[src/rtl/alu_iqueue.sv]
`default_nettype none
// ============================================================================
//  Module   : alu_iqueue
//  Purpose  : Age-ordered ALU issue queue. Each entry holds two source
//             operands that wait for wake broadcasts. Every cycle the oldest
//             entry whose sources are both ready is issued. Younger entries
//             then shift down one slot, so slot 0 always holds the oldest.
//  Ports    : clk     - single clock, rising edge
//             reset   - synchronous, active-low reset
//             wen     - enqueue enable from the issue stage
//             stall   - downstream stall; suppresses issue when high
//             write   - enqueue request (valid + entry)
//             read    - issued entry; read.entry.valid=1 marks an issue
//             full    - occupancy equals QLEN (registered count only)
//             wake    - WAKE_N broadcasts of {valid, pid} becoming ready
//             retire  - flush; empties the queue at the next edge
//  Revision : 1.0 - initial release
// ============================================================================

package alu_iqueue_pkg;
    localparam int C_ID_W  = 5;
    localparam int C_PID_W = 6;
    localparam int C_DST_W = 6;
    localparam int C_CTL_W = 8;
    localparam int C_XLEN  = 32;

    typedef struct packed {
        logic               valid;
        logic [C_ID_W-1:0]  id;
        logic [C_PID_W-1:0] pid;
        logic               forward_en;
    } src_t;

    typedef struct packed {
        logic               valid;
        logic [C_DST_W-1:0] dst;
        src_t               src1;
        src_t               src2;
        logic [C_CTL_W-1:0] ctl;
        logic [C_XLEN-1:0]  imm;
        logic [C_XLEN-1:0]  pc;
    } iq_entry_t;

    typedef struct packed {
        logic      valid;
        iq_entry_t entry;
    } write_req_t;

    typedef struct packed {
        iq_entry_t entry;
    } read_resp_t;

    typedef struct packed {
        logic               valid;
        logic [C_PID_W-1:0] pid;
    } wake_t;
endpackage

module alu_iqueue
    import alu_iqueue_pkg::*;
#(
    parameter int QLEN   = 8,
    parameter int WAKE_N = 4
) (
    input  logic                    clk,
    input  logic                    reset,
    input  logic                    wen,
    input  logic                    stall,
    input  write_req_t              write,
    output read_resp_t              read,
    output logic                    full,
    input  wake_t [WAKE_N-1:0]      wake,
    input  logic                    retire
);

    localparam int C_IDX_W = $clog2(QLEN);
    localparam int C_CNT_W = C_IDX_W + 1;

    typedef wake_t [WAKE_N-1:0] wake_vec_t;

    // ------------------------------------------------------------------
    // Wake matching: a source becomes ready when it is waiting on a
    // forwarded value and any broadcast port carries its pid. Sources
    // with forward_en=0 already arrive valid and are left untouched.
    // ------------------------------------------------------------------
    function automatic src_t wake_src(input src_t s, input wake_vec_t w);
        src_t r;
        r = s;
        for (int k = 0; k < WAKE_N; k++) begin
            if (s.forward_en && w[k].valid && (w[k].pid == s.pid)) begin
                r.valid = 1'b1;
            end
        end
        return r;
    endfunction

    function automatic iq_entry_t wake_entry(input iq_entry_t e, input wake_vec_t w);
        iq_entry_t r;
        r      = e;
        r.src1 = wake_src(e.src1, w);
        r.src2 = wake_src(e.src2, w);
        return r;
    endfunction

    // ------------------------------------------------------------------
    // State
    // ------------------------------------------------------------------
    iq_entry_t              entries_q [QLEN];
    iq_entry_t              entries_d [QLEN];
    logic [C_CNT_W-1:0]     count_q;
    logic [C_CNT_W-1:0]     count_d;

    // ------------------------------------------------------------------
    // Combinational helpers
    // ------------------------------------------------------------------
    iq_entry_t              w_woken   [QLEN];
    iq_entry_t              w_shifted [QLEN];
    iq_entry_t              w_wr_entry;
    logic [QLEN-1:0]        w_ready;
    logic                   w_any_ready;
    logic                   w_issue;
    logic                   w_wr_ok;
    logic [C_IDX_W-1:0]     w_sel;
    logic [C_CNT_W-1:0]     w_wr_pos;

    // Per-slot readiness and the post-wake copy of each stored entry.
    // Readiness uses the registered sources, so a wake seen this cycle
    // only makes the entry issuable from the next cycle on.
    for (genvar g = 0; g < QLEN; g++) begin : g_slot
        assign w_ready[g] = entries_q[g].valid
                          & entries_q[g].src1.valid
                          & entries_q[g].src2.valid;
        assign w_woken[g] = wake_entry(entries_q[g], wake);
    end

    // Oldest-first selection: scanning from the youngest slot down means
    // the last hit recorded is the lowest (oldest) ready slot.
    always_comb begin
        w_any_ready = 1'b0;
        w_sel       = '0;
        for (int i = QLEN - 1; i >= 0; i--) begin
            if (w_ready[i]) begin
                w_any_ready = 1'b1;
                w_sel       = C_IDX_W'(i);
            end
        end
    end

    // Reset gating keeps the output quiet while reset is held, even on
    // the very first cycle before the clearing edge has been taken.
    assign w_issue = w_any_ready & ~stall & reset;

    // Full is taken from the registered count only; a same-cycle issue
    // does not open a slot for a write.
    assign full    = (count_q == C_CNT_W'(QLEN));
    assign w_wr_ok = wen & write.valid & ~full;

    // The new entry lands right after the youngest entry as it will look
    // after compaction, hence one slot lower when an issue happens too.
    assign w_wr_pos = w_issue ? (count_q - C_CNT_W'(1)) : count_q;

    // Incoming entries see the same wake broadcast before being stored.
    always_comb begin
        w_wr_entry       = wake_entry(write.entry, wake);
        w_wr_entry.valid = 1'b1;
    end

    // Issue output
    always_comb begin
        read = '0;
        if (w_issue) begin
            read.entry = entries_q[w_sel];
        end
    end

    // ------------------------------------------------------------------
    // Next state: compaction, enqueue, flush
    // ------------------------------------------------------------------
    always_comb begin
        // Slots at or above the issued one take their younger neighbour.
        // The top slot has no neighbour; QLEN is a power of two so the
        // modulo only keeps the index in range for that unused path.
        for (int i = 0; i < QLEN; i++) begin
            if (w_issue && (C_IDX_W'(i) >= w_sel)) begin
                if (i < QLEN - 1) begin
                    w_shifted[i] = w_woken[(i + 1) % QLEN];
                end else begin
                    w_shifted[i] = '0;
                end
            end else begin
                w_shifted[i] = w_woken[i];
            end
        end

        for (int i = 0; i < QLEN; i++) begin
            entries_d[i] = w_shifted[i];
            if (w_wr_ok && (C_CNT_W'(i) == w_wr_pos)) begin
                entries_d[i] = w_wr_entry;
            end
        end

        count_d = count_q + C_CNT_W'(w_wr_ok) - C_CNT_W'(w_issue);

        // Flush overrides any enqueue or dequeue in the same cycle.
        if (retire) begin
            for (int i = 0; i < QLEN; i++) begin
                entries_d[i] = '0;
            end
            count_d = '0;
        end
    end

    always_ff @(posedge clk) begin
        if (!reset) begin
            count_q <= '0;
            for (int i = 0; i < QLEN; i++) begin
                entries_q[i] <= '0;
            end
        end else begin
            count_q   <= count_d;
            entries_q <= entries_d;
        end
    end

endmodule
`default_nettype wire

[config.mk]
export PLATFORM = sky130hd
export DESIGN_NAME = alu_iqueue
export DESIGN_NICKNAME = d
export VERILOG_FILES = /design/src/rtl/alu_iqueue.sv
export SDC_FILE = /design/constraint.sdc
export NUM_CORES = 2
export LEC_CHECK = 0
export CAP_MARGIN = 20
export CORE_UTILIZATION = 62
export DETAILED_ROUTE_END_ITERATION = 16
export PLACE_DENSITY = 0.88
export SYNTH_ARGS = -nofsm -noshare
export SYNTH_HDL_FRONTEND = slang
export SYNTH_SLANG_ARGS = --single-unit
export TNS_END_PERCENT = 100
[constraint.sdc]
create_clock -name clk -period 4.6 [get_ports clk]
set_input_delay 0.69 -clock clk [delete_from_list [all_inputs] [get_ports clk]]
set_output_delay 0.69 -clock clk [all_outputs]
set_load 0.05 [all_outputs]
### Word-level counts from Yosys, hierarchy flattened

Index checks and enable logic that the tools add are counted.

| storage, ports and cells | value |
|---|---|
| register bits after elaboration | 844 |
| input bits | 139 |
| logic and storage cells | 502 |

| cells by class | value |
|---|---|
| $add $sub $neg | 3 |
| order comparisons | 9 |
| equal/unequal tests | 80 |
| mux-type cells | 109 |
| bitwise operators | 24 |
| reductions and logical operators | 172 |

Operator list:

| cell | number |
|---|---|
| $mux 105 | 19 |
| $eq 6x6->1 | 72 |
| $bmux 105 s3 | 1 |
| $logic_and 1x1->1 | 160 |
| $mux 1 | 80 |
| $mux 3 | 8 |
| $and 1x1->1 | 20 |
| $eq 3x4->1 const A | 4 |
| $reduce_bool 2->1 | 8 |
| $ge 3x3->1 const A | 4 |
| $reduce_bool 6->1 | 2 |
| $eq 2x4->1 const A | 2 |
| $ge 1x3->1 const A | 2 |
| $ge 2x3->1 const A | 2 |
| $add 4x1->4 | 1 |
| $eq 1x4->1 const A | 1 |
| $eq 4x4->1 const B | 1 |
| $ge 4x4->1 const B | 1 |
| $logic_not 4->1 | 1 |
| $mux 4 | 1 |
| $not 3->4 | 1 |
| $sub 4x1->4 | 1 |
| $sub 4x1->4 const B | 1 |
| $not 1->1 | 3 |
| $reduce_or 2->1 | 1 |

### Longest topological paths before layout

| depth | value |
|---|---|
| depth in word-level cells | 16 |
| mapped depth | 13 |
| depth with buffers taken out | 12 |

### Worst setup path after synthesis

OpenSTA, ideal clock, no wires.

| timing path | value |
|---|---|
| kind | register to output |
| start | register entries_q[629] (netlist name) |
| end | output port read[0] (netlist name) |
| arrival time | 3078 ps |
| path slack | 832 ps |
| stages on the path, launching flop included | 10 |
| cells stage by stage | dfxtp_1 -> nand3_1 -> and4_1 -> clkbuf_1 -> nand2_1 -> clkbuf_1 -> clkbuf_1 -> clkbuf_1 -> o22ai_1 -> o31ai_1 |

RTL lines:

| element | line | source |
|---|---|---|
| start, declared | 108 | `iq_entry_t entries_q [QLEN];` |
| start signal, assigned | 221 | `entries_q <= entries_d;` |
| end, declared | 70 | `output read_resp_t read,` |

==> impl_results.md <==
* Status: finished, violations left
* Failing checks: setup timing
* Buffers & Inverters on Critical Path at 4
* Worst-margin pin slew at roughly 1.3 ns
* Critical path's top delay family: buffers and inverters
* Post-synthesis simple-gate area fraction at 0.151
* Die Wd at 276 um
* GP Congestion at about 1.0
* Clock-pin slew on the worst setup and hold paths at ~0.060 ns
* Fin Hold WS at between 0.4 and 0.5 ns
* Area leader, netlist: dfxtp_1
* XOR/XNOR share of the synthesized area at 0.0820
* Critical Path Max Stage Delay at between 0.7 and 0.8 ns
* Routed vias/inst at between 7 and 8
* Final Skew at around 0.022 ns
* Reg2Reg Depth at 9
* Mux cell area share after synthesis at 0.116
* Critical Path End: read[7]
* Die H at ~280 um
* Post-CTS setup buffers at 0
* Hold Startpoint: entries_q[80]$_SDFFE_PP0P_
* # setup viols final at 5
* Register bit total from synthesis at 844
* Yosys top cell area share at 0.364
* Yosys cell types at 48
* Critical Path End Type: output port
* Fmax at between 200 and 250 MHz
* Routed via count at approximately 47k
* Initial antenna violation count at 15
* Core Util, Final at 0.713
* Fillers at roughly 5.2k
* CP max FO at 23
* Pwr dens at ~300 nW/um2
* Register area share after synthesis at 0.364
* Top_reg_cell synth: dfxtp_1
* CP max stage cell: o31ai_1
* Initial core utilization at 0.625
* GRT Resource Usage Total at 0.409
* WP data arrival at 3.99 ns
* Tmin final at approximately 4.7 ns
* Detail Placement HPWL at roughly 90000 um
* Drt wl/cell at roughly 25 um
* R2R setup slack at 0.31 ns
* Synthesized area per cell at about 8.1 um2
* Iteration count of the initial detailed-routing pass at 9
* Register area at ~17000 um2
* Largest family of logic cells by synthesized area: compound AO/OA/AOI/OAI gates
* Dpl ws at about 0.19 ns
* Largest net degree at the start of global routing at about 140
* CP startpoint: reset
* CTS Sinks at 844
* Area Overhead vs Synth at 14.0%
* Ys async rst share at 0
* Die area at around 76000 um2
* Syn Nets at 5864
* Most numerous cell in the Yosys netlist: dfxtp_1
* VDD IR max at around 290 uV
* Yosys warnings at 0
* Worst Path Required at 3.91 ns
* Net count, final at between 5k and 6k
* Core area at between 70000 and 80000 um2
* Worst slew margin at 0.153
* Startpoint Class: input pin
* H-tree depth at 3
* Post-CTS Resized at 0
* Row count at 100
* RR Endpoint: entries_q[280]$_SDFFE_PP0P_
* DRT Wirelength at between 150000 and 200000 um
* CTS tree: yes
* WHS Path Cells at 2
* Post-synthesis adder-cell area fraction at 0.00259
* CP Depth at 8
* Worst-Skew Late Latency at approximately 0.66 ns
* Hold buffers post-CTS at 0
* Remaining DRCs at 0
* Max-cap viol count at 0
* Synth top cells by count: dfxtp_1 (844), nor2_1 (632), nand2_1 (595)
* PortBufs at 243
* Count of final hold-check violations at 0
* Gate Count Post-Synth at 5716
* Slew Limit Fails at 0
* Period utilisation layout at 1.02
* Worst setup margin at -0.0755 ns
* Multi-input logic area at ~27000 um2
* Pleak at between 0.015 and 0.02 uW
* # IOs at ~250
* First-pass GRT wire length at around 250000 um
* Congestion Overflow GR at 0
* Cts bufs inserted at 87
* Via count of the first global-routing pass at between 40k and 50k
* Mapped cell area at around 46000 um2
* Hold Path Class: register to register
* Compound-gate portion of the synthesized area at 0.217
* Total power at between 15000 and 20000 uW
* TNS Setup at -0.196 ns
* Area contributors post-synth: dfxtp_1 (36%), mux2i_1 (11%), a211oi_1 (8.2%)
* Crit Reg-Reg Startpoint: entries_q[622]$_SDFF_PP0_
* Deepest clock path buffer count at 3
* Worst Setup Path Type: input pin to output port
* Worst path cell trace: clkdlybuf4s50_1 > nor2b_1 > o31ai_4 > inv_1 > nand2_4 > buf_4 > o31ai_1 > buf_12
* DR iter-0 viols at between 7k and 8k
* Post-synth EDFFs at 0
* Share of layout cells above drive strength 1 at 0.0790
* Clock root buffer: clkbuf_16
* Final ANT Viol Nets at 0
## layout by cell type (no fill, tap or decap), types with 142 or more instances in the layout
master / n
dfxtp_1: 844
nor2_1: 630
nand2_1: 583
mux2i_1: 529
a211oi_1: 509
o22ai_1: 406
xnor2_1: 236
xor2_1: 199
buf_12: 151
nand3_1: 142
## area by class of cell
| type | instances | area share |
|---|---|---|
| Sequential cell | 844 | 0.319 |
| Inverter | 11 | 0.000780 |
| Multi-Input combinational cell | 4104 | 0.503 |
| Clock inverter | 30 | 0.00808 |
| Tap cell | 969 | 0.0229 |
| Clock buffer | 129 | 0.0486 |
| Timing Repair Buffer | 386 | 0.0974 |
| Antenna cell | 8 | 0.000378 |
## stage by stage
stage,cell area (um2),instances
floorplan,46500,5716
global placement,49900,6310
detailed placement,49900,6311
CTS,52900,6470
global route,53000,6480
finish,53000,6481
## worst min-delay path by stage
stage | end | slack [ns]
6_report | entries_q[80]$_SDFFE_PP0P_ | 0.48
5_1_grt | entries_q[80]$_SDFFE_PP0P_ | 0.50
4_1_cts | entries_q[63]$_SDFFE_PP0P_ | 0.48
3_3_place_gp | entries_q[35]$_SDFFE_PP0P_ | 0.47
3_5_place_dp | entries_q[102]$_SDFFE_PP0P_ | 0.47
2_1_floorplan | entries_q[104]$_SDFFE_PP0P_ | 0.45
## state kept, by name, indices dropped and copies added (netlist names)
name       cells
count_q        4
entries_q    840
## report_power, final
part | internal [uW] | switching, uW | total (uW)
logic | 341 | 637 | 978
registers | 7350 | 36.7 | 7380
clock network | 4350 | 3140 | 7490
## per-layer routing
metal,GRT usage,vias to the layer above,wire length (um)
li1,-,20100,-
met1,0.505,21700,57800
met2,0.621,3907,69300
met3,0.113,1124,23600
met4,0.274,14,12100
met5,0,-,98
## worst min-delay path: cells and delay by family (launching register included)
family	cells	cell delay [ns]
compound gates	1	0.06
flops	1	0.32
simple gates	1	0.06
## cell families after synthesis
logic type,after synthesis
xor gates and xnor gates,435
buffers and inverters,769
DFF,844
AOI/OAI and AO/OA,1480
adders and majority gates,9
muxes,537
and+or+nand+nor,1642
(Power assumes the default switching activity.)
